File: src/rtl/pipe_mem_pkg.sv
// Shared definitions for the MEM-stage load/store unit: MIPS memory opcodes,
// LSU FSM states and opcode classification helpers.
package pipe_mem_pkg;

    localparam logic [5:0] OP_LB  = 6'h20;
    localparam logic [5:0] OP_LH  = 6'h21;
    localparam logic [5:0] OP_LWL = 6'h22;
    localparam logic [5:0] OP_LW  = 6'h23;
    localparam logic [5:0] OP_LBU = 6'h24;
    localparam logic [5:0] OP_LHU = 6'h25;
    localparam logic [5:0] OP_LWR = 6'h26;
    localparam logic [5:0] OP_SB  = 6'h28;
    localparam logic [5:0] OP_SH  = 6'h29;
    localparam logic [5:0] OP_SW  = 6'h2B;

    typedef enum logic [1:0] {
        ST_IDLE    = 2'd0,
        ST_CMD     = 2'd1,
        ST_WAIT_RD = 2'd2,
        ST_RESP    = 2'd3
    } lsu_state_t;

    typedef enum logic [1:0] {
        SZ_BYTE = 2'd0,
        SZ_HALF = 2'd1,
        SZ_WORD = 2'd2,
        SZ_NONE = 2'd3
    } access_size_t;

    function automatic logic is_load(input logic [5:0] opc);
        logic r;
        case (opc)
            OP_LB, OP_LH, OP_LWL, OP_LW, OP_LBU, OP_LHU, OP_LWR: r = 1'b1;
            default:                                            r = 1'b0;
        endcase
        return r;
    endfunction

    function automatic logic is_store(input logic [5:0] opc);
        logic r;
        case (opc)
            OP_SB, OP_SH, OP_SW: r = 1'b1;
            default:             r = 1'b0;
        endcase
        return r;
    endfunction

    function automatic access_size_t access_size(input logic [5:0] opc);
        access_size_t r;
        case (opc)
            OP_LB, OP_LBU, OP_SB:               r = SZ_BYTE;
            OP_LH, OP_LHU, OP_SH:               r = SZ_HALF;
            OP_LW, OP_LWL, OP_LWR, OP_SW:       r = SZ_WORD;
            default:                            r = SZ_NONE;
        endcase
        return r;
    endfunction

    // LWL/LWR exist precisely to handle unaligned words, so they never fault.
    function automatic logic is_misaligned(input logic [5:0] opc, input logic [1:0] b);
        logic r;
        case (access_size(opc))
            SZ_HALF: r = b[0];
            SZ_WORD: r = (opc != OP_LWL) && (opc != OP_LWR) && (b != 2'b00);
            default: r = 1'b0;
        endcase
        return r;
    endfunction

endpackage

File: src/rtl/pipe_lane_steer.sv
// Combinational byte-lane steering: byte enables, replicated store data and
// load extract / sign-extend / LWL-LWR merge for a DATA_W-bit little-endian bus.
module pipe_lane_steer
    import pipe_mem_pkg::*;
#(
    parameter  int DATA_W = 32,
    localparam int LANES  = DATA_W / 8,
    localparam int LANE_W = $clog2(LANES)
) (
    input  logic [5:0]        opcode,
    input  logic [LANE_W-1:0] addr_lo,
    input  logic [31:0]       rt,
    input  logic [DATA_W-1:0] rdata,
    output logic [LANES-1:0]  byteenable,
    output logic [DATA_W-1:0] writedata,
    output logic [31:0]       load_data
);

    logic [1:0]        b;
    logic [LANE_W-1:0] w_lane;
    logic [3:0]        lwl_lanes;
    logic [3:0]        lwr_lanes;
    logic [15:0]       half_raw;
    logic [31:0]       word;
    logic              misal;
    access_size_t      size;

    assign b      = addr_lo[1:0];
    assign w_lane = addr_lo - LANE_W'(b);

    always_comb begin
        size      = access_size(opcode);
        misal     = is_misaligned(opcode, b);
        lwl_lanes = 4'hF >> (2'd3 - b);
        lwr_lanes = 4'hF << b;
        half_raw  = 16'(rdata >> {addr_lo, 3'b000});
        word      = 32'(rdata >> {w_lane, 3'b000});

        byteenable = '0;
        writedata  = {(LANES / 4){rt}};
        case (size)
            SZ_BYTE: begin
                byteenable = LANES'(1) << addr_lo;
                writedata  = {LANES{rt[7:0]}};
            end
            SZ_HALF: begin
                byteenable = LANES'(2'b11) << addr_lo;
                writedata  = {(LANES / 2){rt[15:0]}};
            end
            SZ_WORD: begin
                if (opcode == OP_LWL)      byteenable = LANES'(lwl_lanes) << w_lane;
                else if (opcode == OP_LWR) byteenable = LANES'(lwr_lanes) << w_lane;
                else                       byteenable = LANES'(4'hF) << w_lane;
            end
            default: byteenable = '0;
        endcase
        if (misal) byteenable = '0;

        // LWL: (word << 8*(3-b)) | low rt bytes; LWR: (word >> 8*b) | high rt bytes.
        load_data = 32'h0;
        case (opcode)
            OP_LB:  load_data = {{24{half_raw[7]}}, half_raw[7:0]};
            OP_LBU: load_data = {24'h0, half_raw[7:0]};
            OP_LH:  load_data = {{16{half_raw[15]}}, half_raw};
            OP_LHU: load_data = {16'h0, half_raw};
            OP_LW:  load_data = word;
            OP_LWL: begin
                case (b)
                    2'd0:    load_data = {word[7:0],  rt[23:0]};
                    2'd1:    load_data = {word[15:0], rt[15:0]};
                    2'd2:    load_data = {word[23:0], rt[7:0]};
                    default: load_data = word;
                endcase
            end
            OP_LWR: begin
                case (b)
                    2'd0:    load_data = word;
                    2'd1:    load_data = {rt[31:24], word[31:8]};
                    2'd2:    load_data = {rt[31:16], word[31:16]};
                    default: load_data = {rt[31:8],  word[31:24]};
                endcase
            end
            default: load_data = 32'h0;
        endcase
        if (misal) load_data = 32'h0;
    end

endmodule

File: src/rtl/pipe_lsu_aligned_access.sv
// MEM-stage load/store unit: one outstanding op, waitrequest/readdatavalid bus.
// Define LSU_MISALIGN_TRAP_EN to trap misaligned half/word accesses with exc_addr_err.
module pipe_lsu_aligned_access
    import pipe_mem_pkg::*;
#(
    parameter  int DATA_W = 32,
    parameter  int ADDR_W = 32,
    localparam int LANES  = DATA_W / 8
) (
    input  logic              clk,
    input  logic              reset_n,
    input  logic              op_valid,
    output logic              op_ready,
    input  logic [5:0]        op_opcode,
    input  logic [ADDR_W-1:0] op_addr,
    input  logic [31:0]       op_rt,
    input  logic [4:0]        op_dest,
    output logic              res_valid,
    output logic              res_we,
    output logic [31:0]       res_data,
    output logic [4:0]        res_dest,
    output logic              exc_addr_err,
    output logic [ADDR_W-1:0] mem_address,
    output logic              mem_read,
    output logic              mem_write,
    output logic [LANES-1:0]  mem_byteenable,
    output logic [DATA_W-1:0] mem_writedata,
    input  logic              mem_waitrequest,
    input  logic [DATA_W-1:0] mem_readdata,
    input  logic              mem_readdatavalid
);

    localparam int LANE_W = $clog2(LANES);

    lsu_state_t        state_q, state_d;
    logic [5:0]        opcode_q, opcode_d;
    logic [ADDR_W-1:0] addr_q, addr_d;
    logic [31:0]       rt_q, rt_d;
    logic [4:0]        dest_q, dest_d;
    logic [DATA_W-1:0] rdata_q, rdata_d;
    logic              err_q, err_d;

    logic [LANES-1:0]  steer_be;
    logic [DATA_W-1:0] steer_wdata;
    logic [31:0]       steer_load;

    pipe_lane_steer #(.DATA_W(DATA_W)) u_steer (
        .opcode     (opcode_q),
        .addr_lo    (addr_q[LANE_W-1:0]),
        .rt         (rt_q),
        .rdata      (rdata_q),
        .byteenable (steer_be),
        .writedata  (steer_wdata),
        .load_data  (steer_load)
    );

    always_ff @(posedge clk or negedge reset_n) begin
        if (!reset_n) begin
            state_q  <= ST_IDLE;
            opcode_q <= '0;
            addr_q   <= '0;
            rt_q     <= '0;
            dest_q   <= '0;
            rdata_q  <= '0;
            err_q    <= 1'b0;
        end else begin
            state_q  <= state_d;
            opcode_q <= opcode_d;
            addr_q   <= addr_d;
            rt_q     <= rt_d;
            dest_q   <= dest_d;
            rdata_q  <= rdata_d;
            err_q    <= err_d;
        end
    end

    // Handshake: an op transfers on a cycle with op_valid & op_ready; op_ready is
    // high only in IDLE. The memory command transfers on the first CMD cycle with
    // mem_waitrequest low and is held unchanged until then.
    always_comb begin
        state_d        = state_q;
        opcode_d       = opcode_q;
        addr_d         = addr_q;
        rt_d           = rt_q;
        dest_d         = dest_q;
        rdata_d        = rdata_q;
        err_d          = err_q;
        op_ready       = 1'b0;
        res_valid      = 1'b0;
        res_we         = 1'b0;
        res_data       = 32'h0;
        res_dest       = 5'h0;
        exc_addr_err   = 1'b0;
        mem_address    = '0;
        mem_read       = 1'b0;
        mem_write      = 1'b0;
        mem_byteenable = '0;
        mem_writedata  = '0;

        case (state_q)
            ST_IDLE: begin
                op_ready = 1'b1;
                if (op_valid) begin
                    opcode_d = op_opcode;
                    addr_d   = op_addr;
                    rt_d     = op_rt;
                    dest_d   = op_dest;
                    err_d    = 1'b0;
                    if (!is_load(op_opcode) && !is_store(op_opcode)) begin
                        state_d = ST_RESP;
                    end
`ifdef LSU_MISALIGN_TRAP_EN
                    else if (is_misaligned(op_opcode, op_addr[1:0])) begin
                        err_d   = 1'b1;
                        state_d = ST_RESP;
                    end
`endif
                    else begin
                        state_d = ST_CMD;
                    end
                end
            end
            ST_CMD: begin
                mem_read       = is_load(opcode_q);
                mem_write      = is_store(opcode_q);
                mem_address    = {addr_q[ADDR_W-1:LANE_W], {LANE_W{1'b0}}};
                mem_byteenable = steer_be;
                mem_writedata  = is_store(opcode_q) ? steer_wdata : '0;
                if (!mem_waitrequest) begin
                    state_d = is_load(opcode_q) ? ST_WAIT_RD : ST_RESP;
                end
            end
            ST_WAIT_RD: begin
                if (mem_readdatavalid) begin
                    rdata_d = mem_readdata;
                    state_d = ST_RESP;
                end
            end
            ST_RESP: begin
                res_valid = 1'b1;
                res_dest  = dest_q;
                res_we    = is_load(opcode_q) && !err_q;
                res_data  = res_we ? steer_load : 32'h0;
`ifdef LSU_MISALIGN_TRAP_EN
                exc_addr_err = err_q;
`endif
                state_d   = ST_IDLE;
            end
            default: state_d = ST_IDLE;
        endcase
    end

endmodule

File: config.mk
export PLATFORM = sky130hd
export DESIGN_NAME = pipe_lsu_aligned_access
export DESIGN_NICKNAME = d
export VERILOG_FILES = /design/src/rtl/pipe_mem_pkg.sv /design/src/rtl/pipe_lane_steer.sv /design/src/rtl/pipe_lsu_aligned_access.sv
export SDC_FILE = /design/constraint.sdc
export NUM_CORES = 1
export LEC_CHECK = 0
export ABC_AREA = 1
export CAP_MARGIN = 20
export CORE_ASPECT_RATIO = 0.9
export CORE_MARGIN = 2
export CORE_UTILIZATION = 52
export CTS_BUF_LIST = sky130_fd_sc_hd__clkbuf_4 sky130_fd_sc_hd__clkbuf_8 sky130_fd_sc_hd__clkbuf_16
export CTS_CLUSTER_SIZE = 12
export DETAILED_ROUTE_END_ITERATION = 8
export HOLD_SLACK_MARGIN = 0.02
export PLACE_DENSITY = 0.85
export SETUP_SLACK_MARGIN = 0.4
export SYNTH_ARGS = -nofsm -noshare
export SYNTH_HDL_FRONTEND = slang
export SYNTH_SLANG_ARGS = --single-unit
File: constraint.sdc
create_clock -name clk -period 5.5 [get_ports clk]
set_clock_uncertainty 0.05 [all_clocks]
set_input_delay 1.1 -clock clk [delete_from_list [all_inputs] [get_ports clk]]
set_output_delay 1.1 -clock clk [all_outputs]
set_load 0.02 [all_outputs]
==> metrics.yaml <==
floorplan:
  row_count: 41
  core_mm2: 0.0141
  dieArea_mm2: 0.0154
  start_util: 0.534
  die_h_um: 118
  die_x_um: 131
  pin_count: 223
placement:
  portBuffers: 219
  post-dp-hpwl_um: 19700
  dp_slack_ps: 1250
  gp_congestion: 1.01
route:
  vias: 8190
  drt-total-wl_um: 26500
  drc: 0
  dr.pass1.iters: 6
  post_drt_wl_per_cell_um: 17.8
  ant_nets: 0
  via_per_inst: 5.50
  drt_iter0_markers: 811
clock_tree:
  cts_setup_buffers: 0
  cts_resized: 0
  cts_root_buf: "clkbuf_16"
  holdBufCountCts: 0
  cts.htree.levels: 3
  clkSlewWorstSetupHoldPaths_ps: 90
  cts_buffer_depth: 2
  clock_sinks: 109
  cts_tree: "yes"
  cts_buffers: 9
  clk_latency_ps: 360
power_and_ir_drop:
  p_comb_frac: 0.512
  max-vdd-ir-drop_mv: 0.306
  p_leak_nw: 4.76
  power_switching_mw: 2.22
  pwr_density_cell_mw_per_mm2: 462
  switching_share: 0.478
  pwr-share-clk: 0.147
  power.internal_mw: 2.43
  p_seq_frac: 0.341
synth:
  yosysWarnings: 0
  synth_area_mm2: 0.00750
  avgSynthCellArea_um2: 6.80
  synth_cell_types: 35
  synth_seq_cells: 109
  yosysSeqAreaShare: 0.364
  synthCells: 1104
timing:
  worstMarginPinSlew_ps: 997
  max_freq_mhz: 209
  timing_hold_violations_final: 0
  finalSetupViolCount: 0
  tns_ps: 0
  min_period_over_period: 0.869
  slew_headroom: 0.334
  min_period_ps: 4780
  rsz0062_at_grt: "no"
  setup_ws_ps: 718
  slew_viol_final: 0
critical_path:
  rrSetupSlack_ps: 2960
  r2r_end: "addr_q[6]"
  reg2regPathDepth: 5
  startpoint_type: "flop"
  endpoint_kind: "output pin"
  required_ps: 4350
  r2r_start: "state_q[0]"
  critical_path.max_stage_delay_ps: 950
  arrival_ps: 3630
  slowest_stage: "dfrtp_1"
  cp_num_buf_inv: 2
  cp_top_family: "simple AND/OR/NAND/NOR gates"
  crit_fanout: 25
  path_cells: "inv_2 -> nor2_2 -> nand2_1 -> nand3_2 -> nand2_2 -> nand2_4 -> nor2_1 -> nor2_1 -> clkdlybuf4s50_1"
  critical_path_class: "flop to output pin"
  critPathMostFrequentCell: "nor2_1"
finish:
  layout.nets: 1411
  n_antenna_cell: 0
  drive_above_1_share: 0.0964
  area_growth_pct: 34.1
  final.fill_count: 1215
hold_path:
  min_path_type: "flop to flop"
  hold_start: "addr_q[31]"
  min_to: "addr_q[31]"
  hold-path-cell-count: 1
global_route:
  grt_max_degree: 73
  grt_pass1_vias: 7863
  grt_first_pass_wirelength_um: 41500
  overflow: 0
  antenna_found_initial: 1
  grt_util_all_layers: 0.349
outcome:
  status: "completed"
flow_run:
  maxCapViolations: 0
## worst reg2reg max path: stages (launching register included)
cell and delay [ps]:
dfrtp_1 430, inv_1 100, ha_1 290, nand2_4 620, buf_4 550, mux2_2 390
## final cells by class
type,instances,area [um^2],area share
clock buffer,9,225,0.0224
clock inverter,7,88.8,0.00883
inverter,113,427,0.0424
multi-input combinational,829,4070,0.405
tap,193,241,0.0240
sequential,109,2730,0.271
timing repair buffer,230,2280,0.227
## power by group through the flow
| stage | Sequential [mW] | Clock (mW) | Combinational (mW) |
|---|---|---|---|
| floorplan | 1.43 | 0 | 1.64 |
| global placement | 1.56 | 0 | 2.29 |
| detailed placement | 1.58 | 0 | 2.33 |
| CTS | 1.56 | 0.691 | 2.34 |
| global route | 1.62 | 0.722 | 2.60 |
| finish | 1.58 | 0.684 | 2.38 |
## per-layer routing
layer | track usage | share of wire
met5 | 0 | 0.00049
met4 | 0.138 | 0.037
met3 | 0.117 | 0.11
met2 | 0.519 | 0.45
met1 | 0.466 | 0.41
## kinds of logic after synthesis
| kind of cell | count (synthesis) | share of synthesized area |
|---|---|---|
| adders and majority gates | 7 | 0.0117 |
| and+or+nand+nor | 628 | 0.344 |
| AOI/OAI and AO/OA | 134 | 0.0984 |
| DFF | 109 | 0.364 |
| other | 1 | 0.000500 |
| buffers and inverters | 168 | 0.0960 |
| muxes | 57 | 0.0855 |
## flip-flops by register name (all words and copies together) (netlist names)
signal,cells
state_q,2
rdata_q,32
opcode_q,6
rt_q,32
dest_q,5
addr_q,32
## worst max path at each step
stage,startpoint,endpoint,cells past startpoint
3_3_place_gp,opcode_q[4],res_data[4],10
4_1_cts,opcode_q[3],res_data[4],11
3_5_place_dp,addr_q[0],res_data[27],9
5_1_grt,addr_q[0],res_data[15],9
2_1_floorplan,opcode_q[4],mem_writedata[21],10
6_report,addr_q[0],res_data[27],9
## cells in the mapped netlist (all sizes together)
| library cell | count | area [um^2] |
|---|---|---|
| nand2 | 320 | 1220 |
| nor2 | 228 | 915 |
| inv | 111 | 419 |
| dfrtp | 109 | 2730 |
| nand3 | 77 | 423 |
| a21oi | 61 | 309 |
| mux2 | 57 | 642 |
| o21ai | 48 | 252 |
| buf | 37 | 226 |
| clkbuf | 18 | 67.6 |
| o211ai | 13 | 97.6 |
| o22ai | 8 | 50.1 |
| ha | 7 | 87.6 |
| a21boi | 2 | 15.0 |
| a22oi | 2 | 15.0 |
| clkinv | 2 | 7.51 |
| nor3 | 2 | 15.0 |
| conb | 1 | 3.75 |
| nand3b | 1 | 7.51 |
## cell usage in the layout (no fill, tap or decap), types with 3 or more instances in the layout
cell type / n
nor2_4: 4
nand2_2: 6
o21ai_2: 3
clkbuf_16: 9
o21ai_1: 4
nand3_2: 5
o211ai_1: 13
nand2_1: 312
o21ai_0: 41
dfrtp_1: 109
mux2_2: 57
buf_4: 11
o22ai_1: 8
inv_2: 10
clkinv_8: 3
nand3_1: 71
conb_1: 3
ha_1: 7
clkdlybuf4s50_1: 218
nor2_1: 218
nor2_2: 5
a21oi_1: 60
inv_1: 100
## through the flow
stage               total power, mW  hold slack (ps)  cells  instance area (um^2)  utilization
finish                         4.65              461   1490                 10100        0.716
global route                   4.94              473   1490                 10100        0.716
CTS                            4.60              462   1489                 10000        0.715
detailed placement             3.90              443   1473                  9730        0.692
global placement               3.86              439   1473                  9730        0.692
floorplan                      3.07              430   1106                  7510            -
(Power assumes the default switching activity.)
